### config.mk
export PLATFORM = sky130hd
export DESIGN_NAME = estimate_seq
export DESIGN_NICKNAME = d
export VERILOG_FILES = /design/src/rtl/estimate_seq.sv
export SDC_FILE = /design/constraint.sdc
export NUM_CORES = 1
export LEC_CHECK = 0
export BUFFER_PORTS_ARGS = -buffer_cell sky130_fd_sc_hd__buf_2
export CORE_AREA = 8 8 131 97
export DETAILED_ROUTE_END_ITERATION = 6
export DIE_AREA = 0 0 139 105
export PLACE_DENSITY_LB_ADDON = 0.25
export SLEW_MARGIN = 20
export SYNTH_ARGS = -nofsm -noshare
export SYNTH_HDL_FRONTEND = slang
export SYNTH_SLANG_ARGS = --single-unit
### constraint.sdc
create_clock -name clk -period 1.8 [get_ports clk]
set_clock_uncertainty 0.2 [all_clocks]
set_input_delay 0 -clock clk [delete_from_list [all_inputs] [get_ports clk]]
set_output_delay 0 -clock clk [all_outputs]
set_load 0.1 [all_outputs]
### src/rtl/estimate_seq.sv
`default_nettype none
// +----------------------------------------------------------------------------+
// | estimate_seq : job sequencer for the 32-lane binary-CNN estimate datapath  |
// | Rev 1.0                                                                    |
// +----------------------------------------------------------------------------+
module estimate_seq #(
  parameter int KERN_N = 9,
  parameter int POOL_N = 4
) (
  input  logic        clk,
  input  logic        rst_n,
  input  logic        start,
  input  logic [15:0] cfg_base,
  input  logic [15:0] cfg_norm,
  input  logic [15:0] cfg_init,
  input  logic [31:0] in_data,
  input  logic        in_valid,
  output logic        in_ready,
  output logic [2:0]  com,
  output logic [15:0] addr,
  output logic [31:0] data,
  input  logic [31:0] activ,
  output logic [31:0] out_activ,
  output logic        busy,
  output logic        done
);

  localparam int c_KW = (KERN_N > 1) ? $clog2(KERN_N) : 1;
  localparam int c_PW = (POOL_N > 1) ? $clog2(POOL_N) : 1;

  localparam logic [c_KW-1:0] c_K_LAST = c_KW'(KERN_N - 1);
  localparam logic [c_PW-1:0] c_P_LAST = c_PW'(POOL_N - 1);
  localparam logic [1:0]      c_W_LAST = 2'd2;

  localparam logic [2:0] c_COM_INI  = 3'd0;
  localparam logic [2:0] c_COM_ACC  = 3'd1;
  localparam logic [2:0] c_COM_POOL = 3'd2;
  localparam logic [2:0] c_COM_NORM = 3'd3;
  localparam logic [2:0] c_COM_ACTV = 3'd4;
  localparam logic [2:0] c_COM_NOP  = 3'd7;

  typedef enum logic [2:0] {
    S_IDLE = 3'd0,
    S_INI  = 3'd1,
    S_ACC  = 3'd2,
    S_POOL = 3'd3,
    S_NORM = 3'd4,
    S_ACTV = 3'd5,
    S_WAIT = 3'd6,
    S_DONE = 3'd7
  } state_t;

  state_t          r_state, w_state_nxt;
  logic [c_KW-1:0] r_k, w_k_nxt;
  logic [c_PW-1:0] r_p, w_p_nxt;
  logic [1:0]      r_w, w_w_nxt;
  logic [15:0]     r_base, r_norm, r_init;
  logic [31:0]     r_out_activ;

  assign out_activ = r_out_activ;

  always_ff @(posedge clk) begin
    if (!rst_n) begin
      r_state     <= S_IDLE;
      r_k         <= '0;
      r_p         <= '0;
      r_w         <= '0;
      r_base      <= '0;
      r_norm      <= '0;
      r_init      <= '0;
      r_out_activ <= '0;
    end else begin
      r_state <= w_state_nxt;
      r_k     <= w_k_nxt;
      r_p     <= w_p_nxt;
      r_w     <= w_w_nxt;
      // Configuration is frozen for the whole job at acceptance.
      if (r_state == S_IDLE && start) begin
        r_base <= cfg_base;
        r_norm <= cfg_norm;
        r_init <= cfg_init;
      end
      // Last WAIT cycle is the first one where the ACTV result is visible.
      if (r_state == S_WAIT && r_w == c_W_LAST) begin
        r_out_activ <= activ;
      end
    end
  end

  always_comb begin
    w_state_nxt = r_state;
    w_k_nxt     = r_k;
    w_p_nxt     = r_p;
    w_w_nxt     = r_w;
    com         = c_COM_NOP;
    addr        = '0;
    data        = '0;
    in_ready    = 1'b0;
    busy        = 1'b1;
    done        = 1'b0;

    case (r_state)
      S_IDLE: begin
        busy = 1'b0;
        if (start) begin
          w_state_nxt = S_INI;
        end
      end

      S_INI: begin
        com         = c_COM_INI;
        data        = {16'h0, r_init};
        w_k_nxt     = '0;
        w_p_nxt     = '0;
        w_state_nxt = S_ACC;
      end

      S_ACC: begin
        in_ready = 1'b1;
        // Address stays on the beat during a stall so the param RAM keeps pace.
        addr     = r_base + 16'(r_k);
        if (in_valid) begin
          com  = c_COM_ACC;
          data = in_data;
          if (r_k == c_K_LAST) begin
            w_k_nxt     = '0;
            w_state_nxt = S_POOL;
          end else begin
            w_k_nxt = r_k + c_KW'(1);
          end
        end
      end

      S_POOL: begin
        com  = c_COM_POOL;
        data = {16'h0, r_init};
        if (r_p == c_P_LAST) begin
          w_state_nxt = S_NORM;
        end else begin
          w_p_nxt     = r_p + c_PW'(1);
          w_k_nxt     = '0;
          w_state_nxt = S_ACC;
        end
      end

      S_NORM: begin
        com         = c_COM_NORM;
        addr        = r_norm;
        w_state_nxt = S_ACTV;
      end

      S_ACTV: begin
        com         = c_COM_ACTV;
        w_w_nxt     = '0;
        w_state_nxt = S_WAIT;
      end

      S_WAIT: begin
        if (r_w == c_W_LAST) begin
          w_w_nxt     = '0;
          w_state_nxt = S_DONE;
        end else begin
          w_w_nxt = r_w + 2'd1;
        end
      end

      S_DONE: begin
        busy        = 1'b0;
        done        = 1'b1;
        w_p_nxt     = '0;
        w_state_nxt = S_IDLE;
      end

      default: begin
        w_state_nxt = S_IDLE;
      end
    endcase
  end

endmodule
`default_nettype wire

==> results.sh, run 1 <==
export IMPL_synthDistinctLibCells=52
export IMPL_mostFrequentLayoutCells="175 x nand2_1, 147 x buf_2, 83 x dlygate4sd3_1, 83 x dfxtp_1, 70 x buf_12"
export IMPL_final_layout_size_suffix_gt1_share_pct=48.15
export IMPL_synth_nets=681
export IMPL_fmax_ghz=0.4043
export IMPL_synth_edf_count=0
export IMPL_vias=5694
export IMPL_clk_path_buf_depth=2
export IMPL_pwr_share_seq_pct=35.7
export IMPL_dr_pass1_iters=5
export IMPL_rsz0062_at_grt="true"
export IMPL_clock_sinks=91
export IMPL_outcome="finished, violations left"
export IMPL_syn_area_um2=4479
export IMPL_die_area_um2=14600
export IMPL_p_per_area_nw_per_um2=658.7
export IMPL_async_reset_ff_share_pct=0
export IMPL_critPathKind="flip-flop to output pin"
export IMPL_ys_flop_type="dfxtp_1"
export IMPL_yosysWarningCount=0
export IMPL_drv_slew=0
export IMPL_track_usage_pct=23.75
export IMPL_power_leakage_uw=0.003826
export IMPL_die_w_um=139
export IMPL_setup_viol=93
export IMPL_insertion_delay_ns=0.34
export IMPL_overflow=0
export IMPL_reg2reg_slack_ns=-0.12
export IMPL_worst_setup_path_end_kind="output pin"
export IMPL_cts_buffers=9
export IMPL_crit_path_start="r_k[0]"
export IMPL_synth_seq_area_share_pct=40.67
export IMPL_hold_path_class="primary input to output pin"
export IMPL_timing_rr_start="r_state[0]"
export IMPL_drv_cap=0
export IMPL_switchingPower_uw=1850
export IMPL_initial_core_util_pct=42.06
export IMPL_io_pins=202
export IMPL_synthCells=557
export IMPL_pre_cts_slack_ns=-0.3211
export IMPL_pwr_share_comb_pct=30.2
export IMPL_core_um2=10650
export IMPL_min_from="in_data[4]"
export IMPL_die_y_um=105
export IMPL_ir_drop_uv=508.2
export IMPL_dp_hpwl_um=11520
export IMPL_ant_nets=0
export IMPL_fin_nets=1011
export IMPL_final_common_cell="nand2_1"
export IMPL_port_buffers=201
export IMPL_critPathRequiredTime_ns=1.60
export IMPL_grt_pass1_vias=5667
export IMPL_avgRoutedWirePerCell_um=20.82
export IMPL_cts_htree_levels=3
export IMPL_drc=0
export IMPL_critPathArrivalTime_ns=2.27
export IMPL_reg2reg_depth=8
export IMPL_fin_setup_tns_ns=-19.28
export IMPL_antenna_found_initial=3
export IMPL_yosys_register_bits=91
export IMPL_min_to="data[4]"
export IMPL_switching_share_pct=30.42
export IMPL_finalWorstSetupSlack_ns=-0.6733
export IMPL_globalplace_congestion=0.8120
export IMPL_tightest_slew_ns=0.5044
export IMPL_maxSlewHeadroom_pct=66.37
export IMPL_min_path_cells=3
export IMPL_drtIter0Drc=376
export IMPL_min_period_ns=2.473
export IMPL_cts_root_buffer_cell="clkbuf_16"
export IMPL_p_clk_share_pct=34.1
export IMPL_postLayoutCoreUtil_pct=86.71
export IMPL_critPathMaxFanout=4
export IMPL_finalCritPeriodShare_pct=137.4
export IMPL_placementRows=32
export IMPL_path_clk_slew_ns=0.07
export IMPL_drt_total_wl_um=21440
export IMPL_grt_pass1_wl_um=28610
export IMPL_postSynthAreaPerCell_um2=8.042
export IMPL_start_kind="flip-flop"
export IMPL_reg2reg_to="out_activ[6]"
export IMPL_finalPower_uw=6083
export IMPL_via_per_inst=5.528
export IMPL_final_hold_viol_count=0
export IMPL_violations="setup timing"
export IMPL_p_int_uw=4233
export IMPL_cts_tree="built"
export IMPL_grt_max_degree=59
export IMPL_syn2layout_area_growth_pct=106.2
[cells by family (layout without fill, tap and decap cells)]
logic type / Yosys count / in the layout / synth area share, %
XOR/XNOR: 13 / 13 / 2.542
adder cells (fa/ha/maj): 8 / 8 / 2.402
flip-flops: 91 / 91 / 40.67
other: 0 / 3 / 0
AND/OR/NAND/NOR: 248 / 248 / 25.14
multiplexers: 1 / 1 / 0.2235
buffers and inverters: 50 / 384 / 5.810
AO/OA/AOI/OAI: 146 / 146 / 23.21
[Yosys cell counts, drive strengths merged (2+ instances only)]
cell,count,area share [%]
o21ai,22,2.5
ha,7,2.0
a21oi,10,1.1
and2,3,0.47
and3b,2,0.39
clkbuf,18,1.5
a21boi,83,14
nand3,4,0.56
inv,8,0.67
and3,19,2.7
nor3,7,1.1
nor4b,2,0.67
dfxtp,91,41
xnor2,12,2.3
a211oi,4,0.67
nor2,5,0.59
buf,24,3.6
nand2,187,16
a22o,18,3.5
nor2b,8,1.1
nor3b,3,0.50
o21a,2,0.34
[final cells by class]
cell class | count | area, um2
repair buffers | 361 | 3595
clock buffers | 11 | 252.7
fillers | 488 | 1415
clock inverters | 4 | 73.82
multi-input cells | 416 | 3267
inverters | 8 | 35.03
flip-flops and latches | 91 | 1834
well taps | 136 | 170.2
diodes | 3 | 7.507
[worst max-delay path by stage]
stage | endpoint | slack [ns]
2_1_floorplan | addr[14] | -0.43
3_3_place_gp | addr[14] | -0.28
3_5_place_dp | addr[14] | -0.32
4_1_cts | addr[12] | -0.63
5_1_grt | addr[8] | -0.76
6_report | addr[8] | -0.67
[power by group through the flow]
stage / Combinational [uW] / Sequential [uW] / Clock (uW)
4_1_cts: 1650 / 2160 / 2080
6_report: 1840 / 2170 / 2070
5_1_grt: 1910 / 2180 / 2170
3_5_place_dp: 1400 / 2200 / 0
3_3_place_gp: 1370 / 2200 / 0
2_1_floorplan: 879 / 2190 / 0
[through the flow]
step                hold slack, ns  instance area (um2)  cells
floorplan                 -0.06513                 5016    557
global placement           0.04163                 7157    894
detailed placement         0.05405                 7157    894
CTS                         0.1790                 8657   1002
global route                0.1978                 9235   1030
finish                      0.1856                 9235   1030
[state kept, by name, indices dropped and copies added (netlist names)]
| register | count |
|---|---|
| out_activ | 32 |
| r_base | 16 |
| r_init | 16 |
| r_k | 4 |
| r_norm | 16 |
| r_p | 2 |
| r_state | 3 |
| r_w | 2 |
[critical path, stage by stage (launching register included)]
cell      delay [ns]
dfxtp_2         0.36
ha_4            0.15
inv_2           0.04
fa_2            0.36
nor2b_4         0.15
o21ai_4         0.10
buf_4           0.17
a21boi_4        0.17
xnor2_2         0.09
o21ai_4         0.15
buf_12          0.19
[layer usage]
layer | global-route usage, % | vias to the layer above | wire length [um]
li1 | - | 2531 | -
met4 | 7.572 | 0 | 690
met3 | 7.636 | 69 | 1991
met2 | 43.31 | 364 | 10690
met1 | 25.79 | 2730 | 8075
met5 | 0 | - | 0
[timing repair]
action | 4_1_cts | 5_1_grt
buffers inserted | 8 | 22
hold endpoints to repair | 81 | 0
endpoints found under the setup margin | 53 | 105
hold buffers | 83 | 0
gates resized for setup | 39 | 113
pin swaps | 32 | 39
cloned | 3 | 7
(Power assumes the default switching activity.)
==> run 2, diff against run 1 <==
--- a/config.mk
+++ b/config.mk
@@ -10,6 +10,7 @@
 export DETAILED_ROUTE_END_ITERATION = 6
 export DIE_AREA = 0 0 139 105
 export PLACE_DENSITY_LB_ADDON = 0.25
+export RECOVER_POWER = 50
 export SLEW_MARGIN = 20
 export SYNTH_ARGS = -nofsm -noshare
 export SYNTH_HDL_FRONTEND = slang
==> run 2 against run 1 <==
- the run still ends with setup timing left
- total power fell by 0.26%
- sequential share of layout area rose by 0.070 points
- worst hold slack got worse by 0.0011 ns
- first-iteration DRC count rose by 2.7%
- cell area fell by 0.42%
- highest routed layer unchanged
- register-to-register slack got worse by 0.06 ns
- critical path depth did not move
==> results.sh, run 2 (synthesis results as in run 1) <==
export IMPL_outcome="finished, violations left"
export IMPL_violations="setup timing"
export IMPL_die_w_um=139
export IMPL_pwr_share_comb_pct=30.0
export IMPL_reg2reg_to="r_p[0]"
export IMPL_port_buffers=201
export IMPL_die_y_um=105
export IMPL_avgRoutedWirePerCell_um=20.77
export IMPL_cp_num_buf_inv=3
export IMPL_insertion_delay_ns=0.34
export IMPL_reg2reg_slack_ns=-0.18
export IMPL_pwr_share_seq_pct=35.8
export IMPL_io_pins=202
export IMPL_slowest_delay_ns=0.37
export IMPL_clock_sinks=91
export IMPL_drv_cap=0
export IMPL_worst_path_most_repeated_cell="o21ai_4"
export IMPL_critPathTopFamily="adder cells"
export IMPL_fin_nets=1011
export IMPL_multi_input_area_um2=3266
export IMPL_endpoint="addr[10]"
export IMPL_place_area_um2=7157
export IMPL_die_area_um2=14600
export IMPL_reg2reg_depth=9
export IMPL_p_int_uw=4216
export IMPL_layout_area_seq_um2=1833
export IMPL_finalCritPeriodShare_pct=138.1
export IMPL_p_clk_share_pct=34.2
export IMPL_final_common_cell="nand2_1"
export IMPL_largest_reg_flops=32
export IMPL_timing_rr_start="r_state[0]"
export IMPL_maxSlewHeadroom_pct=62.01
export IMPL_antenna_found_initial=3
export IMPL_worst_setup_path_end_kind="output pin"
export IMPL_grt_pass1_wl_um=28610
export IMPL_vias=5682
export IMPL_critPathKind="flip-flop to output pin"
export IMPL_postLayoutCoreUtil_pct=86.35
export IMPL_drv_slew=0
export IMPL_switching_share_pct=30.53
export IMPL_globalplace_congestion=0.8120
export IMPL_critPathMaxFanout=4
export IMPL_overflow=0
export IMPL_cts_tree="built"
export IMPL_dp_hpwl_um=11520
export IMPL_cp_slowest_cell="dfxtp_2"
export IMPL_cts_htree_levels=3
export IMPL_finalWorstSetupSlack_ns=-0.6865
export IMPL_setup_viol=105
export IMPL_syn2layout_area_growth_pct=105.3
export IMPL_ir_drop_uv=508.0
export IMPL_via_per_inst=5.517
export IMPL_pre_cts_slack_ns=-0.3211
export IMPL_path_clk_slew_ns=0.07
export IMPL_crit_path_start="r_k[0]"
export IMPL_grt_pass1_vias=5667
export IMPL_fin_setup_tns_ns=-21.39
export IMPL_placementRows=32
export IMPL_dr_pass1_iters=5
export IMPL_worstPathCellList="ha_4, inv_2, fa_2, nor2b_4, o21ai_4, buf_4, a21oi_2, xnor2_1, o21ai_4, buf_12"
export IMPL_min_period_ns=2.487
export IMPL_switchingPower_uw=1852
export IMPL_cts_root_buffer_cell="clkbuf_16"
export IMPL_clk_path_buf_depth=2
export IMPL_hold_path_class="primary input to output pin"
export IMPL_crit_cells=10
export IMPL_core_um2=10650
export IMPL_critPathRequiredTime_ns=1.60
export IMPL_rsz0062_at_grt="true"
export IMPL_track_usage_pct=23.75
export IMPL_tightest_slew_ns=0.5722
export IMPL_ant_nets=0
export IMPL_p_per_area_nw_per_um2=659.8
export IMPL_mostFrequentLayoutCells="175 x nand2_1, 116 x buf_2, 84 x dfxtp_1"
export IMPL_cts_buffers=9
export IMPL_drtIter0Drc=386
export IMPL_fin_hold_ws_ns=0.1845
export IMPL_drt_total_wl_um=21400
export IMPL_fmax_ghz=0.4022
export IMPL_fillers=497
export IMPL_final_hold_viol_count=0
export IMPL_start_kind="flip-flop"
export IMPL_initial_core_util_pct=42.06
export IMPL_critPathArrivalTime_ns=2.29
export IMPL_power_leakage_uw=0.003782
export IMPL_final_area_um2=9196
export IMPL_drc=0
export IMPL_grt_max_degree=59
export IMPL_final_layout_size_suffix_gt1_share_pct=47.81
[run 2: cell count changes in the layout (fill, tap and decap cells not counted), sizes merged]
cell and delta:
clkbuf +33, buf -33
[run 2: metal layers]
metal  up-vias  part of all wire [%]  track usage (%)
met4         0                   3.3            7.572
li1       2535                     -                -
met2       367                    50            43.31
met3        68                   9.3            7.636
met1      2712                    38            25.79
met5         -                     0                0
[run 2: how the worst min path moves through the flow]
stage                     cells past startpoint            to        from
after detailed placement                      3  out_activ[4]    activ[4]
after global routing                          3       data[5]  in_data[5]
after floorplan                               2  out_activ[0]    activ[0]
after CTS                                     3       data[3]  in_data[3]
final                                         3       data[4]  in_data[4]
after global placement                        3  out_activ[0]    activ[0]
[run 2: final cells by class]
class	instances	area share [%]
Antenna cell	3	0.08163
Inverter	8	0.3810
Clock buffer	11	2.748
Timing Repair Buffer	361	38.69
Multi-Input combinational cell	416	35.51
Tap cell	136	1.850
Clock inverter	4	0.8027
Sequential cell	91	19.93
[run 2: worst min-delay path, stage by stage]
cell,delay [ns]
buf_2,0.09
a22o_4,0.13
buf_12,0.16
[run 2: stage by stage]
step | cells | total power, uW
finish | 1030 | 6068
global route | 1030 | 6244
CTS | 1002 | 5893
detailed placement | 894 | 3600
global placement | 894 | 3570
floorplan | 557 | 3072
[run 2: timing repair]
action | CTS | global route
pin swaps | 32 | 39
resized for setup | 39 | 113
gates cloned | 3 | 7
buffers inserted | 8 | 22
setup endpoints to repair | 53 | 105
hold buffers | 83 | 0
hold endpoints to repair | 81 | 0
[run 2: power groups by stage]
stage	clock, uW	sequential, uW	combinational [uW]
after floorplan	0	2190	879
after global placement	0	2200	1370
after detailed placement	0	2200	1400
after CTS	2080	2160	1650
after global routing	2170	2180	1890
final	2080	2170	1820
==> run 3, diff against run 2 <==
--- a/config.mk
+++ b/config.mk
@@ -5,7 +5,7 @@
 export SDC_FILE = /design/constraint.sdc
 export NUM_CORES = 1
 export LEC_CHECK = 0
-export BUFFER_PORTS_ARGS = -buffer_cell sky130_fd_sc_hd__buf_2
+export BUFFER_PORTS_ARGS = -buffer_cell sky130_fd_sc_hd__clkbuf_2
 export CORE_AREA = 8 8 131 97
 export DETAILED_ROUTE_END_ITERATION = 6
 export DIE_AREA = 0 0 139 105
==> run 3 against run 2 <==
- register-to-register slack got worse by 0.22 ns
- flip-flop and latch count unchanged
- the flow still finishes with violations (setup timing)
- critical path depth decreased by 1
- clock power decreased by 7%
==> results.sh, run 3 (synthesis results as in run 1) <==
export IMPL_outcome="finished, violations left"
export IMPL_violations="setup timing"
export IMPL_finalCritPeriodShare_pct=139.4
export IMPL_clock_sinks=91
export IMPL_grt_pass1_wl_um=28700
export IMPL_drt_total_wl_um=22200
export IMPL_initial_core_util_pct=42.06
export IMPL_cts_root_buffer_cell="clkbuf_16"
export IMPL_overflow=0
export IMPL_globalplace_congestion=0.8229
export IMPL_vias=5824
export IMPL_tightest_slew_ns=0.5961
export IMPL_mostFrequentLayoutCells="179 x nand2_1, 147 x clkbuf_2, 83 x dlygate4sd3_1"
export IMPL_antennaDiodeCount=0
export IMPL_track_usage_pct=23.84
export IMPL_cts_buffers=9
export IMPL_drv_slew=0
export IMPL_drv_cap=0
export IMPL_fmax_ghz=0.3984
export IMPL_hold_path_class="primary input to output pin"
export IMPL_syn2layout_area_growth_pct=104.7
export IMPL_drc=0
export IMPL_path_clk_slew_ns=0.06
export IMPL_start_kind="flip-flop"
export IMPL_fin_nets=1015
export IMPL_reg2reg_slack_ns=-0.40
export IMPL_critPathMaxFanout=6
export IMPL_largest_reg_flops=32
export IMPL_final_hold_viol_count=0
export IMPL_grt_max_degree=92
export IMPL_die_area_um2=14600
export IMPL_fin_setup_tns_ns=-25.37
export IMPL_ir_drop_uv=546.9
export IMPL_maxSlewHeadroom_pct=60.02
export IMPL_grt_pass1_vias=5602
export IMPL_insertion_delay_ns=0.34
export IMPL_core_um2=10650
export IMPL_drtIter0Drc=437
export IMPL_finalWorstSetupSlack_ns=-0.7100
export IMPL_finalPower_uw=5956
export IMPL_io_pins=202
export IMPL_worst_setup_path_end_kind="output pin"
export IMPL_cts_tree="built"
export IMPL_dr_pass1_iters=5
export IMPL_avgRoutedWirePerCell_um=21.53
export IMPL_antenna_found_initial=0
export IMPL_dp_hpwl_um=11530
export IMPL_setup_viol=137
export IMPL_port_buffers=201
export IMPL_rsz0062_at_grt="true"
export IMPL_die_y_um=105
export IMPL_via_per_inst=5.649
export IMPL_critPathKind="flip-flop to output pin"
export IMPL_p_per_area_nw_per_um2=649.5
export IMPL_power_leakage_uw=0.003821
export IMPL_ant_nets=0
export IMPL_critPathArrivalTime_ns=2.31
export IMPL_placementRows=32
export IMPL_clk_path_buf_depth=2
export IMPL_final_common_cell="nand2_1"
export IMPL_cts_htree_levels=3
export IMPL_die_w_um=139
export IMPL_min_period_ns=2.510
export IMPL_final_layout_size_suffix_gt1_share_pct=47.26
export IMPL_critPathRequiredTime_ns=1.60
## run 3: layer usage
layer  vias up  global-route usage [%]  wire (um)
met5         -                       0          0
met4         0                   7.728       1049
met3       117                   7.727       2236
met2       384                   43.55      10740
met1      2785                   25.75       8173
li1       2538                       -          -
## run 3: repair_timing
action                                  4_1_cts  5_1_grt
hold endpoints to repair                     88        0
pin swaps                                    28       42
cloned                                        4        8
endpoints found under the setup margin       54       91
setup buffers                                15       25
hold buffers                                 83        0
resized for setup                            45      132
## run 3: critical path, stage by stage, from the launching register on
cell and delay, ns:
dfxtp_2 0.35, ha_4 0.14, inv_2 0.04, fa_2 0.38, nor2b_4 0.14, o21ai_4 0.13
a211oi_2 0.23, xnor2_1 0.15, o21ai_4 0.21, buf_12 0.20
## run 3: through the flow
step / hold slack, ns / instances / utilization (%) / setup WS, ns / area, um2
3_3_place_gp: 0.02230 / 894 / 67.11 / -0.2822 / 7147
4_1_cts: 0.1793 / 1008 / 81.49 / -0.6308 / 8678
5_1_grt: 0.1958 / 1031 / 86.09 / -0.7920 / 9169
2_1_floorplan: -0.06513 / 557 / - / -0.4288 / 5016
3_5_place_dp: 0.03399 / 894 / 67.11 / -0.3143 / 7147
6_report: 0.1835 / 1031 / 86.09 / -0.7100 / 9169
## run 3: power breakdown
part	internal, uW	switching [uW]
clock network	1140	781
registers	2100	76.7
logic	847	1010
total	4090	1860
## run 3: area by class of cell
cell class	instances	area [um2]
Multi-Input combinational cell	416	3202
Fill cell	519	1481
Clock inverter	2	35.03
Inverter	8	40.04
Clock buffer	13	260.3
Tap cell	136	170.2
Timing Repair Buffer	365	3621
Sequential cell	91	1841
## run 3: path summary, 6_finish.rpt
check | from | to | cells after the start
worst max-delay path | r_base[0] | addr[12] | 9
worst min-delay path | in_data[5] | data[5] | 3
worst max register to register | r_state[1] | r_k[3] | 8
worst min register to register | r_norm[1] | r_norm[1] | 2
